`config.mk`:
```
export PLATFORM = sky130hd
export DESIGN_NAME = ccip_c0_rd_arbiter_flat
export DESIGN_NICKNAME = d
export VERILOG_FILES = /design/src/rtl/ccip_c0_rd_arbiter_if.sv /design/src/rtl/ccip_c0_rd_arbiter.sv /design/src/flat_wrapper.sv
export SDC_FILE = /design/constraint.sdc
export NUM_CORES = 1
export LEC_CHECK = 0
export ABC_AREA = 1
export CAP_MARGIN = 30
export CORE_AREA = 5 5 524 526
export CTS_CLUSTER_DIAMETER = 50
export DETAILED_ROUTE_END_ITERATION = 10
export DIE_AREA = 0 0 529 531
export PLACE_DENSITY = 0.3
export SYNTH_ARGS = -nofsm -noshare
export SYNTH_HDL_FRONTEND = slang
export SYNTH_SLANG_ARGS = --single-unit
```
`constraint.sdc`:
```
create_clock -name pClk -period 19.5 [get_ports pClk]
set_clock_uncertainty 0.1 [all_clocks]
set_input_delay 3.9 -clock pClk [delete_from_list [all_inputs] [get_ports pClk]]
set_output_delay 3.9 -clock pClk [all_outputs]
set_load 0.01 [all_outputs]
```
`src/rtl/ccip_c0_rd_arbiter_if.sv`:
```
// Bundle of requester, CCI-P c0 TX/RX and status signals for the c0 read arbiter.
// master: the arbiter side; slave: requesters plus the CCI-P shell.
interface ccip_c0_rd_arbiter_if #(
    parameter int unsigned NUM_REQ = 4,
    parameter int unsigned TAG_W   = 12
);
    logic [NUM_REQ-1:0]            req_valid;
    logic [NUM_REQ-1:0][41:0]      req_addr;
    logic [NUM_REQ-1:0][TAG_W-1:0] req_tag;
    logic [NUM_REQ-1:0]            req_ready;

    logic                          c0_almfull;
    logic                          tx_c0_valid;
    logic [41:0]                   tx_c0_addr;
    logic [15:0]                   tx_c0_mdata;

    logic                          rx_c0_valid;
    logic [15:0]                   rx_c0_mdata;
    logic [511:0]                  rx_c0_data;

    logic [NUM_REQ-1:0]            rsp_valid;
    logic [TAG_W-1:0]              rsp_tag;
    logic [511:0]                  rsp_data;

    logic [7:0]                    outst_cnt;
    logic                          err_sticky;

    modport master (
        input  req_valid, req_addr, req_tag, c0_almfull,
        input  rx_c0_valid, rx_c0_mdata, rx_c0_data,
        output req_ready, tx_c0_valid, tx_c0_addr, tx_c0_mdata,
        output rsp_valid, rsp_tag, rsp_data, outst_cnt, err_sticky
    );

    modport slave (
        output req_valid, req_addr, req_tag, c0_almfull,
        output rx_c0_valid, rx_c0_mdata, rx_c0_data,
        input  req_ready, tx_c0_valid, tx_c0_addr, tx_c0_mdata,
        input  rsp_valid, rsp_tag, rsp_data, outst_cnt, err_sticky
    );
endinterface

```
`src/rtl/ccip_c0_rd_arbiter.sv`:
```
// Round-robin arbiter sharing the CCI-P c0 read channel among NUM_REQ requesters,
// with an outstanding-read cap, requester tagging in mdata and response steering.
module ccip_c0_rd_arbiter #(
    parameter int unsigned NUM_REQ   = 4,
    parameter int unsigned MAX_OUTST = 64,
    parameter int unsigned TAG_W     = 12
) (
    input logic                    pClk,
    input logic                    SoftReset,
    ccip_c0_rd_arbiter_if.master   bus
);
    localparam int unsigned PTR_W = $clog2(NUM_REQ);

    logic [PTR_W-1:0]   ptr_q;
    logic [PTR_W-1:0]   grant_idx;
    logic [PTR_W-1:0]   ptr_next;
    logic [PTR_W:0]     cand_ext;
    logic [PTR_W:0]     next_ext;
    logic [PTR_W-1:0]   cand;
    logic               found;
    logic               issue;
    logic [NUM_REQ-1:0] grant;
    logic [15:0]        tx_mdata_d;

    logic               tx_valid_q;
    logic [41:0]        tx_addr_q;
    logic [15:0]        tx_mdata_q;

    logic [2:0]         rsp_idx;
    logic               rsp_bad;
    logic               rsp_ok;
    logic [NUM_REQ-1:0] rsp_onehot;
    logic [NUM_REQ-1:0] rsp_valid_q;
    logic [TAG_W-1:0]   rsp_tag_q;
    logic [511:0]       rsp_data_q;

    logic [7:0]         cnt_q;
    logic [7:0]         cnt_d;
    logic               err_q;

    // Scan from ptr_q upward, wrapping; the first valid requester wins.
    always_comb begin
        found     = 1'b0;
        grant_idx = '0;
        cand_ext  = '0;
        cand      = '0;
        for (int k = 0; k < int'(NUM_REQ); k++) begin
            cand_ext = {1'b0, ptr_q} + (PTR_W+1)'(k);
            if (cand_ext >= (PTR_W+1)'(NUM_REQ)) begin
                cand_ext = cand_ext - (PTR_W+1)'(NUM_REQ);
            end
            cand = cand_ext[PTR_W-1:0];
            if (!found && bus.req_valid[cand]) begin
                found     = 1'b1;
                grant_idx = cand;
            end
        end
    end

    // Reset gates the grant so req_ready drops the moment SoftReset rises.
    assign issue = found && !bus.c0_almfull && (cnt_q < 8'(MAX_OUTST)) && !SoftReset;

    always_comb begin
        grant = '0;
        if (issue) begin
            grant[grant_idx] = 1'b1;
        end
    end

    always_comb begin
        next_ext = {1'b0, grant_idx} + (PTR_W+1)'(1);
        if (next_ext >= (PTR_W+1)'(NUM_REQ)) begin
            next_ext = '0;
        end
        ptr_next = next_ext[PTR_W-1:0];
    end

    always_comb begin
        tx_mdata_d              = '0;
        tx_mdata_d[15:13]       = 3'(grant_idx);
        tx_mdata_d[TAG_W-1:0]   = bus.req_tag[grant_idx];
    end

    // Responses are rejected when nothing is in flight or the index names no requester.
    assign rsp_idx = bus.rx_c0_mdata[15:13];
    assign rsp_bad = (cnt_q == 8'd0) || ({1'b0, rsp_idx} >= 4'(NUM_REQ));
    assign rsp_ok  = bus.rx_c0_valid && !rsp_bad;

    always_comb begin
        rsp_onehot = '0;
        for (int i = 0; i < int'(NUM_REQ); i++) begin
            rsp_onehot[i] = rsp_ok && (rsp_idx == 3'(i));
        end
    end

    always_comb begin
        cnt_d = cnt_q;
        unique case ({issue, rsp_ok})
            2'b10:   cnt_d = cnt_q + 8'd1;
            2'b01:   cnt_d = cnt_q - 8'd1;
            default: cnt_d = cnt_q;
        endcase
    end

    always_ff @(posedge pClk or posedge SoftReset) begin
        if (SoftReset) begin
            ptr_q       <= '0;
            tx_valid_q  <= 1'b0;
            tx_addr_q   <= '0;
            tx_mdata_q  <= '0;
            rsp_valid_q <= '0;
            rsp_tag_q   <= '0;
            rsp_data_q  <= '0;
            cnt_q       <= '0;
            err_q       <= 1'b0;
        end else begin
            tx_valid_q <= issue;
            if (issue) begin
                ptr_q      <= ptr_next;
                tx_addr_q  <= bus.req_addr[grant_idx];
                tx_mdata_q <= tx_mdata_d;
            end
            rsp_valid_q <= rsp_onehot;
            if (bus.rx_c0_valid) begin
                rsp_tag_q  <= bus.rx_c0_mdata[TAG_W-1:0];
                rsp_data_q <= bus.rx_c0_data;
            end
            cnt_q <= cnt_d;
            if (bus.rx_c0_valid && rsp_bad) begin
                err_q <= 1'b1;
            end
        end
    end

    generate
        if (TAG_W < 13) begin : g_pad_unused
            logic pad_unused;
            assign pad_unused = ^bus.rx_c0_mdata[12:TAG_W];
        end
    endgenerate

    assign bus.req_ready   = grant;
    assign bus.tx_c0_valid = tx_valid_q;
    assign bus.tx_c0_addr  = tx_addr_q;
    assign bus.tx_c0_mdata = tx_mdata_q;
    assign bus.rsp_valid   = rsp_valid_q;
    assign bus.rsp_tag     = rsp_tag_q;
    assign bus.rsp_data    = rsp_data_q;
    assign bus.outst_cnt   = cnt_q;
    assign bus.err_sticky  = err_q;
endmodule
```
`src/flat_wrapper.sv`:
```
// flat-port wrapper written by rule: the top's interface ports become plain ports
module ccip_c0_rd_arbiter_flat 
#(
    parameter int unsigned NUM_REQ   = 4,
    parameter int unsigned MAX_OUTST = 64,
    parameter int unsigned TAG_W     = 12
)
  (pClk, SoftReset, bus_req_valid, bus_req_addr, bus_req_tag, bus_c0_almfull, bus_rx_c0_valid, bus_rx_c0_mdata, bus_rx_c0_data, bus_req_ready, bus_tx_c0_valid, bus_tx_c0_addr, bus_tx_c0_mdata, bus_rsp_valid, bus_rsp_tag, bus_rsp_data, bus_outst_cnt, bus_err_sticky);
  ccip_c0_rd_arbiter_if #(.NUM_REQ(NUM_REQ), .TAG_W(TAG_W)) bus_i ();
  input logic pClk;
  input logic SoftReset;
  input wire logic [$bits(bus_i.req_valid)-1:0] bus_req_valid;
  input wire logic [$bits(bus_i.req_addr)-1:0] bus_req_addr;
  input wire logic [$bits(bus_i.req_tag)-1:0] bus_req_tag;
  input wire logic [$bits(bus_i.c0_almfull)-1:0] bus_c0_almfull;
  input wire logic [$bits(bus_i.rx_c0_valid)-1:0] bus_rx_c0_valid;
  input wire logic [$bits(bus_i.rx_c0_mdata)-1:0] bus_rx_c0_mdata;
  input wire logic [$bits(bus_i.rx_c0_data)-1:0] bus_rx_c0_data;
  output wire logic [$bits(bus_i.req_ready)-1:0] bus_req_ready;
  output wire logic [$bits(bus_i.tx_c0_valid)-1:0] bus_tx_c0_valid;
  output wire logic [$bits(bus_i.tx_c0_addr)-1:0] bus_tx_c0_addr;
  output wire logic [$bits(bus_i.tx_c0_mdata)-1:0] bus_tx_c0_mdata;
  output wire logic [$bits(bus_i.rsp_valid)-1:0] bus_rsp_valid;
  output wire logic [$bits(bus_i.rsp_tag)-1:0] bus_rsp_tag;
  output wire logic [$bits(bus_i.rsp_data)-1:0] bus_rsp_data;
  output wire logic [$bits(bus_i.outst_cnt)-1:0] bus_outst_cnt;
  output wire logic [$bits(bus_i.err_sticky)-1:0] bus_err_sticky;
  assign bus_i.req_valid = bus_req_valid;
  assign bus_i.req_addr = bus_req_addr;
  assign bus_i.req_tag = bus_req_tag;
  assign bus_i.c0_almfull = bus_c0_almfull;
  assign bus_i.rx_c0_valid = bus_rx_c0_valid;
  assign bus_i.rx_c0_mdata = bus_rx_c0_mdata;
  assign bus_i.rx_c0_data = bus_rx_c0_data;
  assign bus_req_ready = bus_i.req_ready;
  assign bus_tx_c0_valid = bus_i.tx_c0_valid;
  assign bus_tx_c0_addr = bus_i.tx_c0_addr;
  assign bus_tx_c0_mdata = bus_i.tx_c0_mdata;
  assign bus_rsp_valid = bus_i.rsp_valid;
  assign bus_rsp_tag = bus_i.rsp_tag;
  assign bus_rsp_data = bus_i.rsp_data;
  assign bus_outst_cnt = bus_i.outst_cnt;
  assign bus_err_sticky = bus_i.err_sticky;
  ccip_c0_rd_arbiter #(.NUM_REQ(NUM_REQ), .MAX_OUTST(MAX_OUTST), .TAG_W(TAG_W)) u_core (.pClk(pClk), .SoftReset(SoftReset), .bus(bus_i));
endmodule
```
==> Word-level counts from Yosys, hierarchy flattened <==
Index checks and enable logic that the tools add are counted.
{ "word_totals": {"ff_bits": 596, "latchBits": 0, "ram_bits": 0, "rom_bits": 0, "output_inout_bits": 600, "wordCells": 89, "memories": 0} }
{ "classes": {"addsub": 10, "multipliers": 0, "div": 0, "order_cmp": 13, "n_eq_ne": 5, "n_shift": 0, "mux": 29, "n_bitwise": 0, "reduce_logical": 23} }
{ "ops": {"columns": ["op", "n"], "rows": [
  ["$bmux 42 s2", 1],
  ["$mux 42", 1],
  ["$bmux 12 s2", 1],
  ["$mux 2", 9],
  ["$pmux 8 s2", 1],
  ["$ge 3x3->1 const B", 5],
  ["$lt 2x3->1 const B", 5],
  ["$logic_and 1x1->1", 13],
  ["$mux 12", 1],
  ["$mux 1", 9],
  ["$add 8x1->8 const B", 1],
  ["$bmux 1 s2", 4],
  ["$logic_not 8->1", 1],
  ["$lt 8x7->1 const B", 1],
  ["$sub 2x1->2 const B", 4],
  ["$sub 8x1->8 const B", 1],
  ["$add 2x1->3 const B", 2],
  ["$add 2x2->3 const B", 2],
  ["$eq 3x2->1 const B", 2],
  ["$logic_not 1->1", 6],
  ["$mux 4", 1],
  ["$eq 3x1->1 const B", 1],
  ["$ge 2x3->1 const B", 1],
  ["$logic_not 3->1", 1],
  ["other kinds (6)", 6]
]} }

==> Logic depth before layout (Yosys ltp) <==
Gate-level depths: netlist (run 1).
{ "logic_depth": {"ltp_word": 19, "depth_mapped": 23} }

==> Least setup slack after synthesis (run 1) <==
No wires, ideal clock.
{ "synth_path": {"path_kind": "in2out", "from": "input bus_req_valid[3]", "to": "output bus_req_ready[2]", "arrival_ns": 5.339, "t_required_ns": 15.500, "path_slack_ns": 10.161, "stages": 13, "path_buffers": 1, "path_cell_list": "inv_1 -> nand2_1 -> nand3_1 -> nand2_1 -> nor2_2 -> nand3_1 -> nand3_1 -> nand2_2 -> inv_2 -> buf_2 -> ha_1 -> inv_1 -> nor2_1"} }
{ "synth_via": {"elab_chain_len": 17, "elab_cells_between_ends": 31, "cone_classes": "order compare (2); mux (19); reduce/logical (10)"} }
{ "synth_lines": {"columns": ["item", "line", "rtl"], "rows": [
  ["from (decl)", "flat_wrapper.sv:12", "input wire logic [$bits(bus_i.req_valid)-1:0] bus_req_valid;"],
  ["$bmux 1 s2", "ccip_c0_rd_arbiter.sv:53", "if (!found && bus.req_valid[cand]) begin"],
  ["$mux 1 (not written as such)", "ccip_c0_rd_arbiter.sv:53", null],
  ["$mux 1", "ccip_c0_rd_arbiter.sv:53", null],
  ["$logic_not 1->1", "ccip_c0_rd_arbiter.sv:53", null],
  ["$logic_and 1x1->1", "ccip_c0_rd_arbiter.sv:53", null],
  ["$mux 1", "ccip_c0_rd_arbiter.sv:53", null],
  ["$logic_not 1->1", "ccip_c0_rd_arbiter.sv:53", null],
  ["$logic_and 1x1->1", "ccip_c0_rd_arbiter.sv:53", null],
  ["[... 2 more ...]", null, null],
  ["$logic_and 1x1->1", "ccip_c0_rd_arbiter.sv:53", null],
  ["$mux 2 (*)", "ccip_c0_rd_arbiter.sv:53", null],
  ["via u_core.grant_idx[1]", "ccip_c0_rd_arbiter.sv:15", "logic [PTR_W-1:0] grant_idx;"],
  ["$lt 2x3->1 (not written as such) / $ge 2x1->1 (equally long branches)", "ccip_c0_rd_arbiter.sv:66", "grant[grant_idx] = 1'b1;"],
  ["$logic_and 1x1->1 (not written as such)", "ccip_c0_rd_arbiter.sv:66", null],
  ["$mux 1 (not written as such)", "ccip_c0_rd_arbiter.sv:66", null],
  ["$demux 1 s2 (*)", null, null],
  ["$mux 4 (*)", "ccip_c0_rd_arbiter.sv:65", "if (issue) begin"],
  ["to (decl)", "flat_wrapper.sv:19", "output wire logic [$bits(bus_i.req_ready)-1:0] bus_req_ready;"]
]} }
Mark *: on every way through the listed nets, which the timed path passes. The rest lies on a longest branch. The select of a mux whose other input is x is not followed.

==> Worst setup path after layout (run 1) <==
{ "layout_path": {"from": "input bus_req_valid[3]", "to": "output bus_req_ready[2]"} }
{ "layout_via": {"elab_chain_len": 17, "elab_cells_between_ends": 31, "cone_classes": "order compare (2); mux (19); reduce/logical (10)"} }
{ "layout_lines": {"columns": ["item", "line"], "rows": [
  ["$bmux 1 s2", "ccip_c0_rd_arbiter.sv:53"],
  ["$mux 1 (not written as such)", "ccip_c0_rd_arbiter.sv:53"],
  ["$mux 1", "ccip_c0_rd_arbiter.sv:53"],
  ["$logic_not 1->1", "ccip_c0_rd_arbiter.sv:53"],
  ["$logic_and 1x1->1", "ccip_c0_rd_arbiter.sv:53"],
  ["$mux 1", "ccip_c0_rd_arbiter.sv:53"],
  ["$logic_not 1->1", "ccip_c0_rd_arbiter.sv:53"],
  ["$logic_and 1x1->1", "ccip_c0_rd_arbiter.sv:53"],
  ["$mux 1", "ccip_c0_rd_arbiter.sv:53"],
  ["$logic_not 1->1", "ccip_c0_rd_arbiter.sv:53"],
  ["$logic_and 1x1->1", "ccip_c0_rd_arbiter.sv:53"],
  ["$mux 2", "ccip_c0_rd_arbiter.sv:53"],
  ["$lt 2x3->1 (not written as such) / $ge 2x1->1 (equally long branches)", "ccip_c0_rd_arbiter.sv:66"],
  ["$logic_and 1x1->1 (not written as such)", "ccip_c0_rd_arbiter.sv:66"],
  ["$mux 1 (not written as such)", "ccip_c0_rd_arbiter.sv:66"],
  ["$demux 1 s2", null],
  ["$mux 4 (*)", "ccip_c0_rd_arbiter.sv:65"]
]} }
Every way passes the cells marked *; elsewhere a longest branch is shown, timed or not. The select of a mux whose other input is x is not followed.

==> results of run 1 <==
stage by stage:
| stage | worst slack [ps] | instances | utilization [%] | power, mW | cell area, sq um |
|---|---|---|---|---|---|
| floorplan | 7370 | 3096 | - | 2.30 | 24800 |
| global placement | 7250 | 7876 | 15.7 | 3.29 | 42300 |
| detailed placement | 7250 | 7878 | 15.7 | 3.27 | 42300 |
| CTS | 7240 | 8151 | 17.7 | 6.13 | 47800 |
| global route | 6950 | 8154 | 17.7 | 6.30 | 47800 |
| finish | 7310 | 8167 | 17.7 | 5.95 | 47800 |
per-layer routing:
metal	vias up	global-route usage (%)	wire length (um)	share of wire, %
met4	102	3.90	6260	3.2
met5	-	0	651	0.34
met2	1258	21.1	85700	45
met3	401	7.32	24300	13
li1	12200	-	-	-
met1	12500	14.9	75700	39
cell usage after synthesis (2+ instances only):
| cell type | number |
|---|---|
| o21ai_0 | 9 |
| ha_1 | 12 |
| nand3_1 | 124 |
| nand3_2 | 2 |
| clkbuf_1 | 126 |
| a21oi_1 | 6 |
| buf_4 | 5 |
| inv_2 | 4 |
| buf_6 | 4 |
| buf_2 | 27 |
| nor3_1 | 4 |
| inv_1 | 60 |
| nand2_1 | 2067 |
| buf_1 | 5 |
| nand2_2 | 11 |
| nor2_2 | 2 |
| dfrtp_1 | 596 |
| nor2_1 | 17 |
worst reg2reg max path, cell delays in order (launching register included):
cell,delay (ps)
dfrtp_1,560
inv_2,190
nand2_1,100
nand2_1,100
nand2_1,90
nand2_1,60
nor2_2,160
nand3_2,660
nand2_2,930
ha_1,520
ha_1,350
a21oi_1,160
nand2_1,110
a21oi_1,200
nor2_1,80
o21ai_0,220
nand2_1,90
nand2_1,60
nand2_1,40
nand2_1,50
nand2_1,40
final timing paths:
kind	slack (ps)	cells after the start	from	endpoint
setup / recovery	7310	13	bus_req_valid[3]	bus_req_ready[2]
hold / removal	360	2	u_core.bus.rsp_data[14]	u_core.bus.rsp_data[14]
setup reg to reg	14490	20	u_core.ptr_q[0]	u_core.bus.outst_cnt[7]
hold reg to reg	360	2	u_core.bus.rsp_data[14]	u_core.bus.rsp_data[14]
max in group asynchronous	12820	6	SoftReset	u_core.bus.rsp_data[224]
min in group asynchronous	3510	2	SoftReset	u_core.bus.rsp_data[22]
cell type report:
class                   instances  share of cell area [%]
flip-flops and latches        596                    31.2
repair buffers               1381                    28.9
multi-input cells            2268                    18.6
well taps                    3570                    9.34
clock buffers                 200                    9.03
clock inverters                73                    2.34
inverters                      64                   0.526
diodes                         15                  0.0785
power by group:
part	switching, mW	internal (mW)
Combinational	1.04	0.645
Sequential	0.111	1.40
Clock	0.873	1.88
sequential cells by signal, indices dropped and copies added (netlist names):
signal and count:
u_core.bus.outst_cnt 8, u_core.bus.rsp_tag 12, u_core.bus.err_sticky 1, u_core.bus.tx_c0_mdata 14
u_core.bus.tx_c0_valid 1, u_core.ptr_q 2, u_core.bus.rsp_data 512, u_core.bus.rsp_valid 4
u_core.bus.tx_c0_addr 42
kinds of logic (layout without fill, tap and decap cells):
group	count (synthesis)	in the layout	synth area share, %
AO/OA/AOI/OAI	20	20	0.455
AND/OR/NAND/NOR	2231	2231	34.7
buffers and inverters	232	1718	3.89
XOR/XNOR	2	2	0.0707
other	1	17	0.0151
flip-flops	596	596	60.2
adder cells (fa/ha/maj)	13	13	0.687
==> run metrics, run 1 <==
status complete, no violations; CP max FO 56; Synth Cell Area 24800 sq um; hpwl dp 153000 um; Buf/Inv on CP 5; Area contributors post-synth dfrtp_1, nand2_1, nand3_1, clkbuf_1, inv_1; Req. time, crit path 15500 ps; mean post-synth cell area 8.01 sq um; CTS Sinks 596; peak supply drop 0.106 mV; core outline area 270000 sq um; synthesis-stage register bit count 596; Lkg Pwr 22.0 nW; Starting Density 9.19%; Post-CTS Setup Bufs 0; FF/Latch Area 14900 sq um; post-synthesis cell type count 32; antenna violations before repair 134; Hold WS 364 ps; Antenna Nets Post-Route 0; slowest stage delay, CP 940 ps; Worst path slowest cell nand3_4; Synth top area share 60.2%; setup TNS 0 ps; final WL 193000 um; Max Buffers Root-to-Sink 4; drt wl/cell 23.6 um; vias in the first global route 28000; drt drc 0; Rows 191; GRT overflow 0; CTS tree yes; Die Area 281000 sq um; Setup Viol. Count Final 0; Tmin final 12190 ps; FFs w/ async S/R, synth 100%; crit path kind in -> out; cts bufs inserted 154; clk_lat worst skew 740 ps; largest area contributor in the netlist dfrtp_1; Critical Path Sink Type primary output; cts hold-fix bufs 0; fin nets 5230; Min-Delay Path Class reg -> reg; commonest non-fill, non-tap cell in the layout nand2_1; first-pass GRT wire length 256000 um; largest net degree at the start of global routing 150; GR Util All Layers 13.1%; RSZ-0062 raised after global routing false; PD cells 124 nW/um^2; Rel. slew slack 31.3%; CP delay by family, top simple AND/OR/NAND/NOR gates; Slew @ Worst Pin 1030 ps; Slew Limit Fails 0; H-tree lvl count 4; fmax 82.0 MHz; Pre-antenna DRT Iters 5; Ports 1352; post-CTS sizing 0; I/O Buffers 1348; Max Cap Viol 0; multi-input logic area 8910 sq um; # fillers 30300; Mapped Cells 3095; most frequent cells in the layout nand2_1, clkdlybuf4s50_1, dfrtp_1; Tcrit/Tclk final 62.5%; Clock transition at path regs 40 ps; area grow syn2layout 93.1%; Die Y 531 um; CP arrival 8190 ps; layout cells sized above 1 6.81%; CP Launch Type primary input; count of final hold-check violations 0; synth warn 0; Via density 3.24; ys flop type dfrtp_1; Die X 529 um; Final GP Congestion 0.810; cells along the critical path clkdlybuf4s50_1 -> inv_1 -> nand2_1 -> nand3_1 -> nand2_1 -> nor2_2 -> nand3_2 -> nand3_4 -> buf_4 -> ha_1 -> inv_1 -> nor2_1 -> clkdlybuf4s50_1; sequential fraction of the synthesis area 60.2%; Post-synth EDFFs 0; root buf cell clkbuf_16; Via Count 26400; DRT iter0 DRCs 1229
Note: power is estimated with default switching activity, not from simulation.
==> inputs of run 2 (changes only) <==
- clock period: 19.5 -> 11.1 ns (I/O delays scaled with it)
==> run metrics, run 2 (synthesis results as in run 1) <==
status complete, no violations; clk_lat worst skew 770 ps (+30 ps); Req. time, crit path 8780 ps (-6720 ps); Die Area 281000 sq um (unchanged); Lkg Pwr 21.8 nW (-1.1%); fmax 123 MHz; CP arrival 5810 ps (-2380 ps); post-CTS sizing 0 (unchanged); commonest non-fill, non-tap cell in the layout nand2_1; Antenna Nets Post-Route 0 (unchanged); layout cells sized above 1 6.23% (-0.58 points); first-pass GRT wire length 253000 um (-1.3%); Min-Delay Path Class reg -> reg; Rel. slew slack 34.8% (+3.5 points); Tmin final 8130 ps; GR Util All Layers 13.0% (-0.14 points); Starting Density 9.19% (unchanged); GRT overflow 0 (unchanged); PD cells 211 nW/um^2 (+69%); Die Y 531 um (unchanged); CTS Sinks 596 (unchanged); peak supply drop 0.157 mV (+49%); Power Total 9.97 mW (+68%); area grow syn2layout 91.1%; H-tree lvl count 4 (unchanged); Buf/Inv on CP 4 (-1); fin nets 5215 (-0.29%); slowest stage delay, CP 860 ps (-80 ps); Max Cap Viol 0 (unchanged); hpwl dp 152000 um (-0.43%); Critical Path Sink Type primary output; Slew @ Worst Pin 977 ps (-54.0 ps); root buf cell clkbuf_16; antenna violations before repair 147 (+9.7%); crit path kind in -> out; Hold WS 365 ps (+0.808 ps); Max Buffers Root-to-Sink 4 (unchanged); Hold Path Depth 2 (unchanged); core outline area 270000 sq um (unchanged); Via Count 26200 (-0.72%); Die X 529 um (unchanged); final WL 191000 um (-0.78%); I/O Buffers 1348 (unchanged); cells along the critical path clkdlybuf4s50_1 -> inv_1 -> nand2_1 -> nand3_1 -> nand2_1 -> nor2_2 -> nand3_2 -> nand3_4 -> ha_1 -> inv_1 -> nor2_1 -> clkdlybuf4s50_1; Tcrit/Tclk final 73.3%; vias in the first global route 27700 (-1.0%); drt wl/cell 23.4 um (-0.68%); Largest register FFs 512 (unchanged); cts bufs inserted 144 (-6.5%); CTS tree yes; DRT iter0 DRCs 1265 (+2.9%); Core Util, Final 17.6% (-0.18 points); Worst path slowest cell nand3_4; CP Depth 12 (-1); Setup Viol. Count Final 0 (unchanged); Pre-antenna DRT Iters 5 (unchanged); Reg2Reg Depth 21 (+5.0%); Rows 191 (unchanged); RSZ-0062 raised after global routing false; Ports 1352 (unchanged); Final GP Congestion 0.810 (about the same); Clock transition at path regs 50 ps (about the same); largest net degree at the start of global routing 174 (+16%); Via density 3.22 (-0.62%); setup TNS 0 ps (unchanged); cts hold-fix bufs 0 (unchanged); Slew Limit Fails 0 (unchanged); CP delay by family, top simple AND/OR/NAND/NOR gates; CP max FO 57 (+1.8%); most frequent cells in the layout nand2_1, clkdlybuf4s50_1, dfrtp_1; drt drc 0 (unchanged); count of final hold-check violations 0 (unchanged); CP Launch Type primary input; Post-CTS Setup Bufs 0 (unchanged)
==> run 2: cell types whose count changed in the layout (fill, tap and decap cells not counted), sizes merged <==
cell      before  now
bufinv        25   12
diode         15   27
clkinvlp      14    8
buf           34   29
clkbuf       200  202
clkinv        32   34
==> run 2: per-stage QoR <==
step,instances,worst slack [ps],instance area [sq um]
6_report,8159,2970,47400
5_1_grt,8135,2690,47300
4_1_cts,8131,2930,47300
3_5_place_dp,7873,2940,42400
3_3_place_gp,7871,2940,42300
2_1_floorplan,3096,653,24800
==> run 2: worst register-to-register path, stage by stage, from the launching register on <==
cell,delay [ps]
dfrtp_1,560
inv_2,180
nand2_1,110
nand2_2,90
nand2_1,90
nand2_1,60
nor2_2,170
nand3_2,660
nand2_2,1000
buf_4,490
ha_1,460
ha_1,350
a21oi_1,150
nand2_1,100
a21oi_1,210
nor2_1,80
o21ai_0,220
nand2_1,80
nand2_1,60
nand2_1,40
nand2_1,50
nand2_1,50
==> run 2: per-layer routing <==
layer / wire length (um) / share of wire, % / track usage [%] / vias to the layer above
li1: - / - / - / 12200
met1: 74400 / 39 / 14.7 / 12300
met2: 85300 / 45 / 20.8 / 1226
met3: 25800 / 13 / 7.87 / 390
met4: 4890 / 2.6 / 3.10 / 128
met5: 839 / 0.44 / 0 / -
==> run 2: path summary, 6_finish.rpt <==
check,start,to,slack [ps]
setup reg to reg,u_core.ptr_q[0],u_core.bus.outst_cnt[7],5620
max in group asynchronous,SoftReset,u_core.bus.rsp_data[314],6910
min in group asynchronous,SoftReset,u_core.bus.rsp_data[121],1900
setup / recovery,bus_req_valid[2],bus_req_ready[2],2970
hold reg to reg,u_core.bus.rsp_data[319],u_core.bus.rsp_data[319],360
hold / removal,u_core.bus.rsp_data[319],u_core.bus.rsp_data[319],360
==> run 2: power by group <==
part	internal [mW]	switching, mW
Sequential	2.45	0.189
Combinational	1.15	1.81
Clock	2.89	1.48
Total	6.49	3.48
==> run 2: cell type report <==
cell class,count,area (sq um)
fillers,30300,222000
well taps,3570,4470
flip-flops and latches,596,14900
multi-input cells,2268,8910
inverters,64,251
clock inverters,56,727
clock buffers,202,4170
repair buffers,1376,13800
diodes,27,67.6
